### config.mk
export PLATFORM = sky130hd
export DESIGN_NAME = dma_cmd_dispatcher
export DESIGN_NICKNAME = d
export VERILOG_FILES = /design/src/rtl/dma_dispatch_pkg.sv /design/src/rtl/dma_order_fifo.sv /design/src/rtl/dma_cmd_dispatcher.sv
export SDC_FILE = /design/constraint.sdc
export NUM_CORES = 1
export LEC_CHECK = 0
export CAP_MARGIN = 20
export CORE_AREA = 2 2 173 175
export DETAILED_ROUTE_END_ITERATION = 7
export DIE_AREA = 0 0 175 177
export PLACE_DENSITY = 0.84
export REMOVE_ABC_BUFFERS = 1
export SYNTH_ARGS = -nofsm -noshare
export SYNTH_HDL_FRONTEND = slang
export SYNTH_SLANG_ARGS = --single-unit
### constraint.sdc
create_clock -name ap_clk -period 3.98 [get_ports ap_clk]
set_input_delay 0.796 -clock ap_clk [delete_from_list [all_inputs] [get_ports ap_clk]]
set_output_delay 0.796 -clock ap_clk [all_outputs]
set_load 0.02 [all_outputs]
### src/rtl/dma_dispatch_pkg.sv
// Shared types and datamover command field layout for the DMA command dispatcher.
// No logic, no latency; pure definitions.
package dma_dispatch_pkg;

    localparam int DMA_CMD_W = 104;
    localparam int DMA_STS_W = 32;

    typedef logic engine_id_t;

    localparam int CMD_BTT_LSB   = 0;
    localparam int CMD_BTT_MSB   = 22;
    localparam int CMD_SADDR_LSB = 32;
    localparam int CMD_SADDR_MSB = 95;
    localparam int CMD_TAG_LSB   = 96;
    localparam int CMD_TAG_MSB   = 99;

    function automatic logic [3:0] cmd_tag(input logic [DMA_CMD_W-1:0] cmd);
        return cmd[CMD_TAG_MSB:CMD_TAG_LSB];
    endfunction

endpackage

### src/rtl/dma_order_fifo.sv
// Order FIFO of engine ids, one entry per outstanding command; head visible combinationally.
// Push/pop take effect at the clock edge; caller must not push when full or pop when empty.
module dma_order_fifo
    import dma_dispatch_pkg::*;
#(
    parameter int DEPTH = 16
) (
    input  logic       clk,
    input  logic       rst_n,
    input  logic       push,
    input  engine_id_t push_id,
    input  logic       pop,
    output logic       full,
    output logic       empty,
    output engine_id_t head
);

    localparam int AW = $clog2(DEPTH);

    engine_id_t  mem [DEPTH];
    logic [AW:0] wr_ptr;
    logic [AW:0] rd_ptr;

    // Extra pointer MSB distinguishes full from empty when the index bits match.
    always_ff @(posedge clk) begin
        if (!rst_n) begin
            wr_ptr <= '0;
            rd_ptr <= '0;
        end else begin
            if (push) wr_ptr <= wr_ptr + (AW+1)'(1);
            if (pop)  rd_ptr <= rd_ptr + (AW+1)'(1);
        end
    end

    always_ff @(posedge clk) begin
        if (push) mem[wr_ptr[AW-1:0]] <= push_id;
    end

    assign empty = (wr_ptr == rd_ptr);
    assign full  = (wr_ptr[AW] != rd_ptr[AW]) && (wr_ptr[AW-1:0] == rd_ptr[AW-1:0]);
    assign head  = mem[rd_ptr[AW-1:0]];

endmodule

### src/rtl/dma_cmd_dispatcher.sv
// Routes commands to two datamover engines by tdest[0] and merges their status in issue order; 1-cycle latency both paths.
// Backpressure: cmd stalls on busy target register or MAX_OUTSTANDING; only the expected engine's status is accepted.
module dma_cmd_dispatcher
    import dma_dispatch_pkg::*;
#(
    parameter int CMD_W           = DMA_CMD_W,
    parameter int STS_W           = DMA_STS_W,
    parameter int MAX_OUTSTANDING = 16,
    parameter int CNT_W           = 5
) (
    input  logic               ap_clk,
    input  logic               ap_rst_n,
    input  logic [CMD_W-1:0]   s_axis_cmd_tdata,
    input  logic [7:0]         s_axis_cmd_tdest,
    input  logic               s_axis_cmd_tvalid,
    output logic               s_axis_cmd_tready,
    output logic [CMD_W-1:0]   m_axis_cmd0_tdata,
    output logic               m_axis_cmd0_tvalid,
    input  logic               m_axis_cmd0_tready,
    output logic [CMD_W-1:0]   m_axis_cmd1_tdata,
    output logic               m_axis_cmd1_tvalid,
    input  logic               m_axis_cmd1_tready,
    input  logic [STS_W-1:0]   s_axis_sts0_tdata,
    input  logic               s_axis_sts0_tvalid,
    output logic               s_axis_sts0_tready,
    input  logic [STS_W-1:0]   s_axis_sts1_tdata,
    input  logic               s_axis_sts1_tvalid,
    output logic               s_axis_sts1_tready,
    output logic [STS_W-1:0]   m_axis_sts_tdata,
    output logic               m_axis_sts_tvalid,
    input  logic               m_axis_sts_tready,
    output logic               m_axis_sts_tlast,
    output logic [STS_W/8-1:0] m_axis_sts_tkeep,
    output logic [CNT_W-1:0]   outstanding,
    output logic               idle
);

    engine_id_t       sel;
    engine_id_t       head;
    logic             fifo_full;
    logic             fifo_empty;
    logic             eng_free;
    logic             cmd_acc;
    logic             sts_slot;
    logic             sts_acc;
    logic             cmd0_v, cmd1_v, sts_v;
    logic [CMD_W-1:0] cmd0_d, cmd1_d;
    logic [STS_W-1:0] sts_d;
    logic [CNT_W-1:0] cnt;
    logic             unused_tdest;

    assign unused_tdest = ^s_axis_cmd_tdest[7:1];
    assign sel          = s_axis_cmd_tdest[0];

    // Ready depends only on tdest and internal state, never on tvalid.
    assign eng_free          = sel ? (!cmd1_v || m_axis_cmd1_tready) : (!cmd0_v || m_axis_cmd0_tready);
    assign s_axis_cmd_tready = ap_rst_n && !fifo_full && eng_free;
    assign cmd_acc           = s_axis_cmd_tvalid && s_axis_cmd_tready;

    always_ff @(posedge ap_clk) begin
        if (!ap_rst_n) begin
            cmd0_v <= 1'b0;
            cmd0_d <= '0;
            cmd1_v <= 1'b0;
            cmd1_d <= '0;
        end else begin
            if (cmd_acc && !sel) begin
                cmd0_v <= 1'b1;
                cmd0_d <= s_axis_cmd_tdata;
            end else if (m_axis_cmd0_tready) begin
                cmd0_v <= 1'b0;
            end
            if (cmd_acc && sel) begin
                cmd1_v <= 1'b1;
                cmd1_d <= s_axis_cmd_tdata;
            end else if (m_axis_cmd1_tready) begin
                cmd1_v <= 1'b0;
            end
        end
    end

    dma_order_fifo #(.DEPTH(MAX_OUTSTANDING)) u_order_fifo (
        .clk     (ap_clk),
        .rst_n   (ap_rst_n),
        .push    (cmd_acc),
        .push_id (sel),
        .pop     (sts_acc),
        .full    (fifo_full),
        .empty   (fifo_empty),
        .head    (head)
    );

    // An empty FIFO keeps both status readies low, so a same-cycle push cannot be popped.
    assign sts_slot           = ap_rst_n && !fifo_empty && (!sts_v || m_axis_sts_tready);
    assign s_axis_sts0_tready = sts_slot && (head == 1'b0);
    assign s_axis_sts1_tready = sts_slot && (head == 1'b1);
    assign sts_acc            = (s_axis_sts0_tvalid && s_axis_sts0_tready) ||
                                (s_axis_sts1_tvalid && s_axis_sts1_tready);

    always_ff @(posedge ap_clk) begin
        if (!ap_rst_n) begin
            sts_v <= 1'b0;
            sts_d <= '0;
        end else if (sts_acc) begin
            sts_v <= 1'b1;
            sts_d <= head ? s_axis_sts1_tdata : s_axis_sts0_tdata;
        end else if (m_axis_sts_tready) begin
            sts_v <= 1'b0;
        end
    end

    always_ff @(posedge ap_clk) begin
        if (!ap_rst_n) begin
            cnt <= '0;
        end else begin
            case ({cmd_acc, sts_acc})
                2'b10:   cnt <= cnt + CNT_W'(1);
                2'b01:   cnt <= cnt - CNT_W'(1);
                default: cnt <= cnt;
            endcase
        end
    end

    assign m_axis_cmd0_tdata  = cmd0_d;
    assign m_axis_cmd0_tvalid = cmd0_v;
    assign m_axis_cmd1_tdata  = cmd1_d;
    assign m_axis_cmd1_tvalid = cmd1_v;
    assign m_axis_sts_tdata   = sts_d;
    assign m_axis_sts_tvalid  = sts_v;
    assign m_axis_sts_tlast   = sts_v;
    assign m_axis_sts_tkeep   = {(STS_W/8){sts_v}};
    assign outstanding        = cnt;
    assign idle               = (cnt == '0) && !cmd0_v && !cmd1_v;

endmodule

==> reports/metrics.csv, run 1 <==
stage,metric,value,unit
sta,Worst Tran Pin Value,1010,ps
placement,dpl hpwl,22900,um
clock_network,Clk Tree Root Cell,clkbuf_16,
die,Initial Utilization,38.5,%
clock_network,cts hold-fix bufs,0,
clock_network,Worst-Skew Late Latency,540,ps
sta,final hold violations,0,
pwr,leak pwr,5.71,nW
clock_network,CTS max path bufs,3,
pwr,power density over the cells,418,nW/um2
placement,Placed Cells,2004,
synthesis,Post-Syn Area,11200,um2
drt,routed len/inst,16.2,um
sta,Max Slew Vio Count,0,
critical_path,CP max FO,33,
drt,DR DRC count,0,
clock_network,post_cts resized,0,
critical_path,crit path DAT,2980,ps
finish,fillcell total,2440,
die,num rows,63,
drt,drt total wl,33400,um
synthesis,top_reg_cell synth,dfxtp_1,
finish,final net count,1839,
global_route,initial antenna violation count,2,
finish,register area,5730,um2
clock_network,CTS tree,built,
sta,Max Clk Rate,0.265,GHz
finish,"Core Util, Final",57.2,%
placement,dpl ws,314,ps
pwr,"Power, Total",0.00699,W
sta,final worst-path cycle share,94.9,%
critical_path,CP endpoint kind,output pin,
sta,endpoints failing setup,0,
placement,port buffer count,433,
sta,setup_tns,0,ps
critical_path,slowest cell delay on critical path,580,ps
synthesis,Synth cell types,42,
synthesis,sequential fraction of the synthesis area,50.9,%
job,Max Cap Viol,0,
global_route,Congestion Overflow GR,0,
clock_network,CTS Buf Count,29,
clock_network,"Setup Fix Bufs, Post-CTS",0,
die,core area,29200,um2
critical_path,worst path required time,3180,ps
sta,Final WS setup,202,ps
finish,area occupied by multi-input gates,5040,um2
finish,Area Growth Syn to Fin,48.8,%
synthesis,YS warnings,0,
synthesis,Post-Syn Area per Cell,8.86,um2
synthesis,Gate Count Post-Synth,1269,
die,Die H,177,um
global_route,total track usage,20.4,%
die,Die Width,175,um
sta,Worst slew margin,32.3,%
synthesis,number of synthesized register bits,278,
die,I/O Pins,441,
drt,Final ANT Viol Nets,0,
clock_network,"Clk pin slew, worst setup/hold paths",60,ps
synthesis,Post-synth EDFFs,16,
critical_path,"Buf+Inv Stages, Crit Path",2,
clock_network,H-tree depth,1,
drt,1st-pass router iterations,4,
status,outcome,"finished, final reports clean",
sta,crit path time final,3780,ps
global_route,first-pass GRT wire length,51700,um
drt,vias per cell,4.95,
finish,non-filler instance count after layout,2059,
critical_path,critical path class,reg2out,
sta,Final Skew,9.70,ps
die,Die Area,31000,um2
sta,RSZ-0062 raised after global routing,no,
critical_path,slowest CP cell,mux4_1,
finish,share of cells above drive strength 1,6.12,%
global_route,vias in the first global route,10000,
drt,vias,10200,
global_route,largest net degree at the start of global routing,137,
min_path,Min-Delay Path Class,reg2reg,
critical_path,Startpoint Class,flip-flop,
critical_path,"CP delay by family, top",buffers and inverters,
critical_path,CP cell instances,mux4_1 > nand3b_1 > and4_4 > buf_4 > nor2_1 > clkdlybuf4s50_1,
synthesis,Post-synth ARST share,0,%
drt,DRT iter0 DRCs,551,
placement,Final GP Congestion,0.855,
pwr,VDD IR-drop max,314,uV
clock_network,Clock Sinks,278,
==> power breakdown <==
part	total (W)	internal, W	switching, W
Combinational	0.00131	0.000619	0.000690
Clock	0.00264	0.00155	0.00109
Sequential	0.00305	0.00295	0.0000944
Total	0.00699	0.00512	0.00187
==> sequential cells by signal, indices dropped and copies added (netlist names), 5 cells and up, named ones only <==
register and count:
m_axis_cmd0_tdata 104, m_axis_cmd1_tdata 104, m_axis_sts_tdata 32, u_order_fifo.mem 16, outstanding 5, u_order_fifo.rd_ptr 5, u_order_fifo.wr_ptr 5
==> stage by stage <==
step,cell area (um2),hold slack [ps]
2_1_floorplan,10800,448
3_3_place_gp,15800,441
3_5_place_dp,15800,447
4_1_cts,16700,455
5_1_grt,16700,477
6_report,16700,452
==> placed cells by master, fill, tap and decap left out, types with 6 or more instances in the layout <==
master / n
inv_1: 6
clkdlybuf4s50_1: 432
nand2_1: 433
nor4b_2: 32
ha_1: 9
nand2b_1: 7
clkbuf_16: 30
edfxtp_1: 16
and2_1: 6
a21boi_0: 199
a21boi_1: 14
buf_4: 13
nor3_1: 69
mux2i_1: 6
dfxtp_1: 262
clkbuf_8: 6
xnor2_1: 8
nor2_1: 49
==> kinds of logic (layout without fill, tap and decap cells) <==
kind of cell | after synthesis | after routing | share of synthesized area, %
AO/OA/AOI/OAI | 232 | 232 | 15.5
XOR/XNOR | 13 | 13 | 1.01
adder cells (fa/ha/maj) | 9 | 9 | 1.00
buffers and inverters | 110 | 509 | 4.54
flip-flops | 278 | 278 | 50.9
multiplexers | 11 | 11 | 1.67
other | 0 | 1 | 0
AND/OR/NAND/NOR | 616 | 616 | 25.4
==> worst paths after layout <==
| check | startpoint | endpoint | slack, ps | cells past startpoint |
|---|---|---|---|---|
| hold reg to reg | m_axis_cmd0_tdata[55] | m_axis_cmd0_tdata[55] | 450 | 2 |
| setup reg to reg | flip-flop | outstanding[4] | 490 | 13 |
| hold / removal | m_axis_cmd0_tdata[55] | m_axis_cmd0_tdata[55] | 450 | 2 |
| setup / recovery | flip-flop | s_axis_sts1_tready | 200 | 6 |
==> layout make-up <==
type / instances / share of cell area [%]
Clock inverter: 12 / 0.508
Tap cell: 390 / 2.92
Sequential cell: 278 / 34.2
Antenna cell: 1 / 0.0150
Multi-Input combinational cell: 881 / 30.1
Clock buffer: 41 / 5.09
Timing Repair Buffer: 450 / 27.0
Inverter: 6 / 0.135
==> Yosys cell counts, drive strengths merged, types with 2 or more instances <==
| master | number | area share [%] |
|---|---|---|
| nand2 | 434 | 14 |
| dfxtp | 262 | 47 |
| a21boi | 213 | 14 |
| nor3 | 69 | 3.1 |
| clkbuf | 57 | 1.9 |
| nor2 | 49 | 1.6 |
| buf | 47 | 2.4 |
| nor4b | 32 | 4.3 |
| edfxtp | 16 | 4.3 |
| ha | 9 | 1.0 |
| nand2b | 8 | 0.44 |
| xnor2 | 8 | 0.62 |
| and2 | 7 | 0.39 |
| mux2i | 7 | 0.73 |
| inv | 6 | 0.20 |
| nand4 | 5 | 0.33 |
| o21ai | 5 | 0.22 |
| xor2 | 5 | 0.39 |
| mux4 | 4 | 0.93 |
| a21oi | 3 | 0.13 |
| nand3b | 3 | 0.20 |
| nor2b | 3 | 0.17 |
| and4 | 2 | 0.18 |
| o2111ai | 2 | 0.27 |
| o211ai | 2 | 0.13 |
| o21a | 2 | 0.13 |
==> metal layers <==
layer	GRT usage, %	share of wire, %	vias up
li1	-	-	4962
met1	22.5	38	4732
met2	36.5	49	406
met3	5.97	8.1	91
met4	8.99	4.2	0
met5	0	0	-
==> tightest hold or removal path, cell delays in order, from the launching register on <==
cell	delay, ps
dfxtp_1	310
nand2_1	50
a21boi_1	50
No activity file was read; power rests on OpenSTA's default activity.
==> inputs of run 2 (changes only) <==
--- a/config.mk
+++ b/config.mk
@@ -6,11 +6,12 @@
 export NUM_CORES = 1
 export LEC_CHECK = 0
 export CAP_MARGIN = 20
-export CORE_AREA = 2 2 173 175
+export CORE_MARGIN = 2
+export CORE_UTILIZATION = 39
 export DETAILED_ROUTE_END_ITERATION = 7
-export DIE_AREA = 0 0 175 177
-export PLACE_DENSITY = 0.84
+export PLACE_DENSITY = 0.88
 export REMOVE_ABC_BUFFERS = 1
 export SYNTH_ARGS = -nofsm -noshare
 export SYNTH_HDL_FRONTEND = slang
+export SYNTH_HIERARCHICAL = 1
 export SYNTH_SLANG_ARGS = --single-unit
==> constraint.sdc (replaced) <==
create_clock -name ap_clk -period 3.4 [get_ports ap_clk]
set_input_delay 0.68 -clock ap_clk [delete_from_list [all_inputs] [get_ports ap_clk]]
set_output_delay 0.68 -clock ap_clk [all_outputs]
set_load 0.02 [all_outputs]
==> reports/metrics.csv, run 2 <==
stage,metric,value,unit
status,outcome,"finished, final reports clean",
synthesis,largest cells by area after synthesis,"dfxtp_1 (47%), nand2_1 (15%), a21boi_0 (11%), edfxtp_1 (4.3%), mux2i_1 (3.7%)",
synthesis,Post-Syn Area per Cell,9.08,um2
sta,Worst Tran Pin Value,1000,ps
synthesis,sequential fraction of the synthesis area,51.7,%
die,I/O Pins,441,
global_route,initial antenna violation count,0,
pwr,VDD IR-drop max,329,uV
critical_path,crit path DAT,3720,ps
sta,Worst slew margin,33.3,%
drt,DR DRC count,0,
synthesis,Post-synth ARST share,0,%
clock_network,Clock Sinks,278,
finish,fillcell total,2237,
finish,final net count,1803,
critical_path,R2R cell count,12,
clock_network,Worst-Skew Late Latency,540,ps
finish,non-filler instance count after layout,2011,
min_path,Min-Delay Path Class,reg2reg,
drt,1st-pass router iterations,5,
synthesis,"count leader, synth",nand2_1,
job,Max Cap Viol,0,
critical_path,Startpoint Class,flip-flop,
pwr,power density over the cells,471,nW/um2
min_path,hold depth,2,
global_route,Congestion Overflow GR,0,
finish,final instance area,16600,um2
clock_network,cts hold-fix bufs,0,
critical_path,CP max FO,4,
synthesis,Synth top area share,47.4,%
placement,DP Area,15600,um2
synthesis,Post-Syn Area,11100,um2
drt,DRT iter0 DRCs,631,
sta,final hold violations,0,
critical_path,CP endpoint kind,flip-flop,
finish,share of cells above drive strength 1,5.33,%
die,Initial Utilization,39.7,%
die,Die H,172,um
critical_path,Reg2Reg Setup Slack,150,ps
min_path,hold_sp,m_axis_cmd0_tdata[34],
drt,M1 WL,12300,um
sta,Fin Hold WS,451,ps
critical_path,FF-to-FF End,outstanding[4],
sta,endpoints failing setup,0,
clock_network,H-tree depth,1,
placement,port buffer count,433,
sta,Max Slew Vio Count,0,
clock_network,Clk Tree Root Cell,clkbuf_16,
global_route,vias in the first global route,10000,
min_path,hold path endpoint,m_axis_cmd0_tdata[34],
synthesis,largest area contributor in the synthesized netlist,dfxtp_1,
global_route,total track usage,22.0,%
die,num rows,61,
drt,Final ANT Viol Nets,0,
die,Die Width,172,um
synthesis,Post-synth EDFFs,16,
global_route,largest net degree at the start of global routing,118,
drt,drt total wl,34700,um
die,Die Area,29700,um2
critical_path,worst path required time,3870,ps
synthesis,top_reg_cell synth,dfxtp_1,
placement,Final GP Congestion,0.807,
synthesis,Gate Count Post-Synth,1219,
drt,vias,10000,
clock_network,CTS Buf Count,29,
drt,metal2 WL,17700,um
synthesis,Synth top cells by count,"nand2_1 (454), dfxtp_1 (262), a21boi_0 (157), a21boi_1 (53), clkbuf_1 (50)",
clock_network,CTS tree,built,
finish,Area Growth Syn to Fin,50.4,%
drt,highest routed metal layer,met4,
die,core area,27900,um2
pwr,leak pwr,6.31,nW
sta,crit path time final,3250,ps
drt,met3 WL post-DR,3330,um
critical_path,critical path class,reg2reg,
finish,most frequent cells in the layout,"nand2_1 (454), clkdlybuf4s50_1 (430), dfxtp_1 (261), a21boi_0 (157), a21boi_1 (53)",
global_route,first-pass GRT wire length,52000,um
sta,final worst-path cycle share,95.6,%
synthesis,number of synthesized register bits,278,
synthesis,Synth cell types,42,
placement,dpl hpwl,24200,um
finish,"most common cell after layout, fill and taps aside",nand2_1,
drt,routed len/inst,17.3,um
drt,vias per cell,4.98,
clock_network,CTS max path bufs,3,
sta,Max Clk Rate,0.308,GHz
placement,Placed Cells,1954,
synthesis,YS warnings,6,
sta,Final Skew,15.3,ps
clock_network,"Clk pin slew, worst setup/hold paths",60,ps
[run 2: cell count changes after synthesis, moves of 5 or more]
cell / before / now
nor3_1: 69 / 0
nor4b_2: 32 / 1
mux2i_1: 6 / 41
clkbuf_1: 57 / 50
buf_2: 33 / 25
o211a_1: 0 / 32
nand2_1: 434 / 454
and2_1: 7 / 27
nor2_1: 49 / 7
nand2b_1: 8 / 3
buf_4: 5 / 19
a21boi_0: 199 / 157
a21boi_1: 14 / 53
[run 2: kinds of logic (layout without fill, tap and decap cells)]
kind of cell	after synthesis	after routing	share of synthesized area (%)
compound gates	248	248	17.5
other cells	0	1	0
xor+xnor	15	15	1.19
mux	45	45	4.66
simple gates	521	521	19.3
flops	278	278	51.7
buf+inv	102	515	4.45
fa+ha+maj	10	10	1.20
[run 2: worst max path at each step]
| stage | startpoint | endpoint | slack (ps) | cells after the start |
|---|---|---|---|---|
| 2_1_floorplan | flip-flop | outstanding[4] | -4960 | 12 |
| 3_3_place_gp | flip-flop | outstanding[4] | 80 | 12 |
| 3_5_place_dp | m_axis_cmd0_tready | outstanding[4] | -10 | 12 |
| 4_1_cts | flip-flop | outstanding[4] | 20 | 12 |
| 5_1_grt | flip-flop | outstanding[4] | -20 | 12 |
| 6_report | flip-flop | outstanding[4] | 150 | 12 |
[run 2: critical path, stage by stage, from the launching register on]
cell and delay (ps):
dfxtp_4 380, mux4_2 510, mux2i_2 210, mux2i_4 120
mux2i_1 160, nor4b_4 380, ha_4 200, inv_1 60
fa_1 400, nand2b_1 160, a21oi_1 170, mux2i_1 230
mux2i_1 190
[run 2: per-layer routing]
layer  up-vias  global-route usage, %
met2       442                   40.9
met3        98                   6.66
li1       4783                      -
met1      4689                   22.9
met4         0                   9.24
met5         -                      0
[run 2: stage by stage]
step | setup WS, ps | power (W) | utilization (%) | TNS [ps]
detailed placement | -14.1 | 0.00462 | 56.0 | -14.1
floorplan | -4960 | 0.00399 | - | -276170
global placement | 76.1 | 0.00459 | 56.0 | 0
finish | 150 | 0.00784 | 59.8 | 0
global route | -17.0 | 0.00813 | 59.7 | -17.0
CTS | 16.1 | 0.00791 | 59.7 | 0
[run 2: timing repair]
action                     CTS  global route
buffers inserted             0             2
setup endpoints to repair    3             3
pin swaps                    0             2
resized for setup            8             9
[run 2: area by class of cell]
cell class	count	area [um2]	share of cell area (%)
antenna	1	2.50	0.0150
inverter	7	26.3	0.158
timing repair buffer	454	4510	27.1
clock buffer	43	868	5.22
sequential	278	5730	34.4
tap	378	473	2.84
multi-input combinational	839	4900	29.4
clock inverter	11	139	0.834
[run 2: where the power goes]
| part | internal, W | leakage [nW] | switching, W |
|---|---|---|---|
| registers | 0.00341 | 2.27 | 0.0000709 |
| logic | 0.000553 | 3.55 | 0.000526 |
| clock network | 0.00199 | 0.495 | 0.00129 |
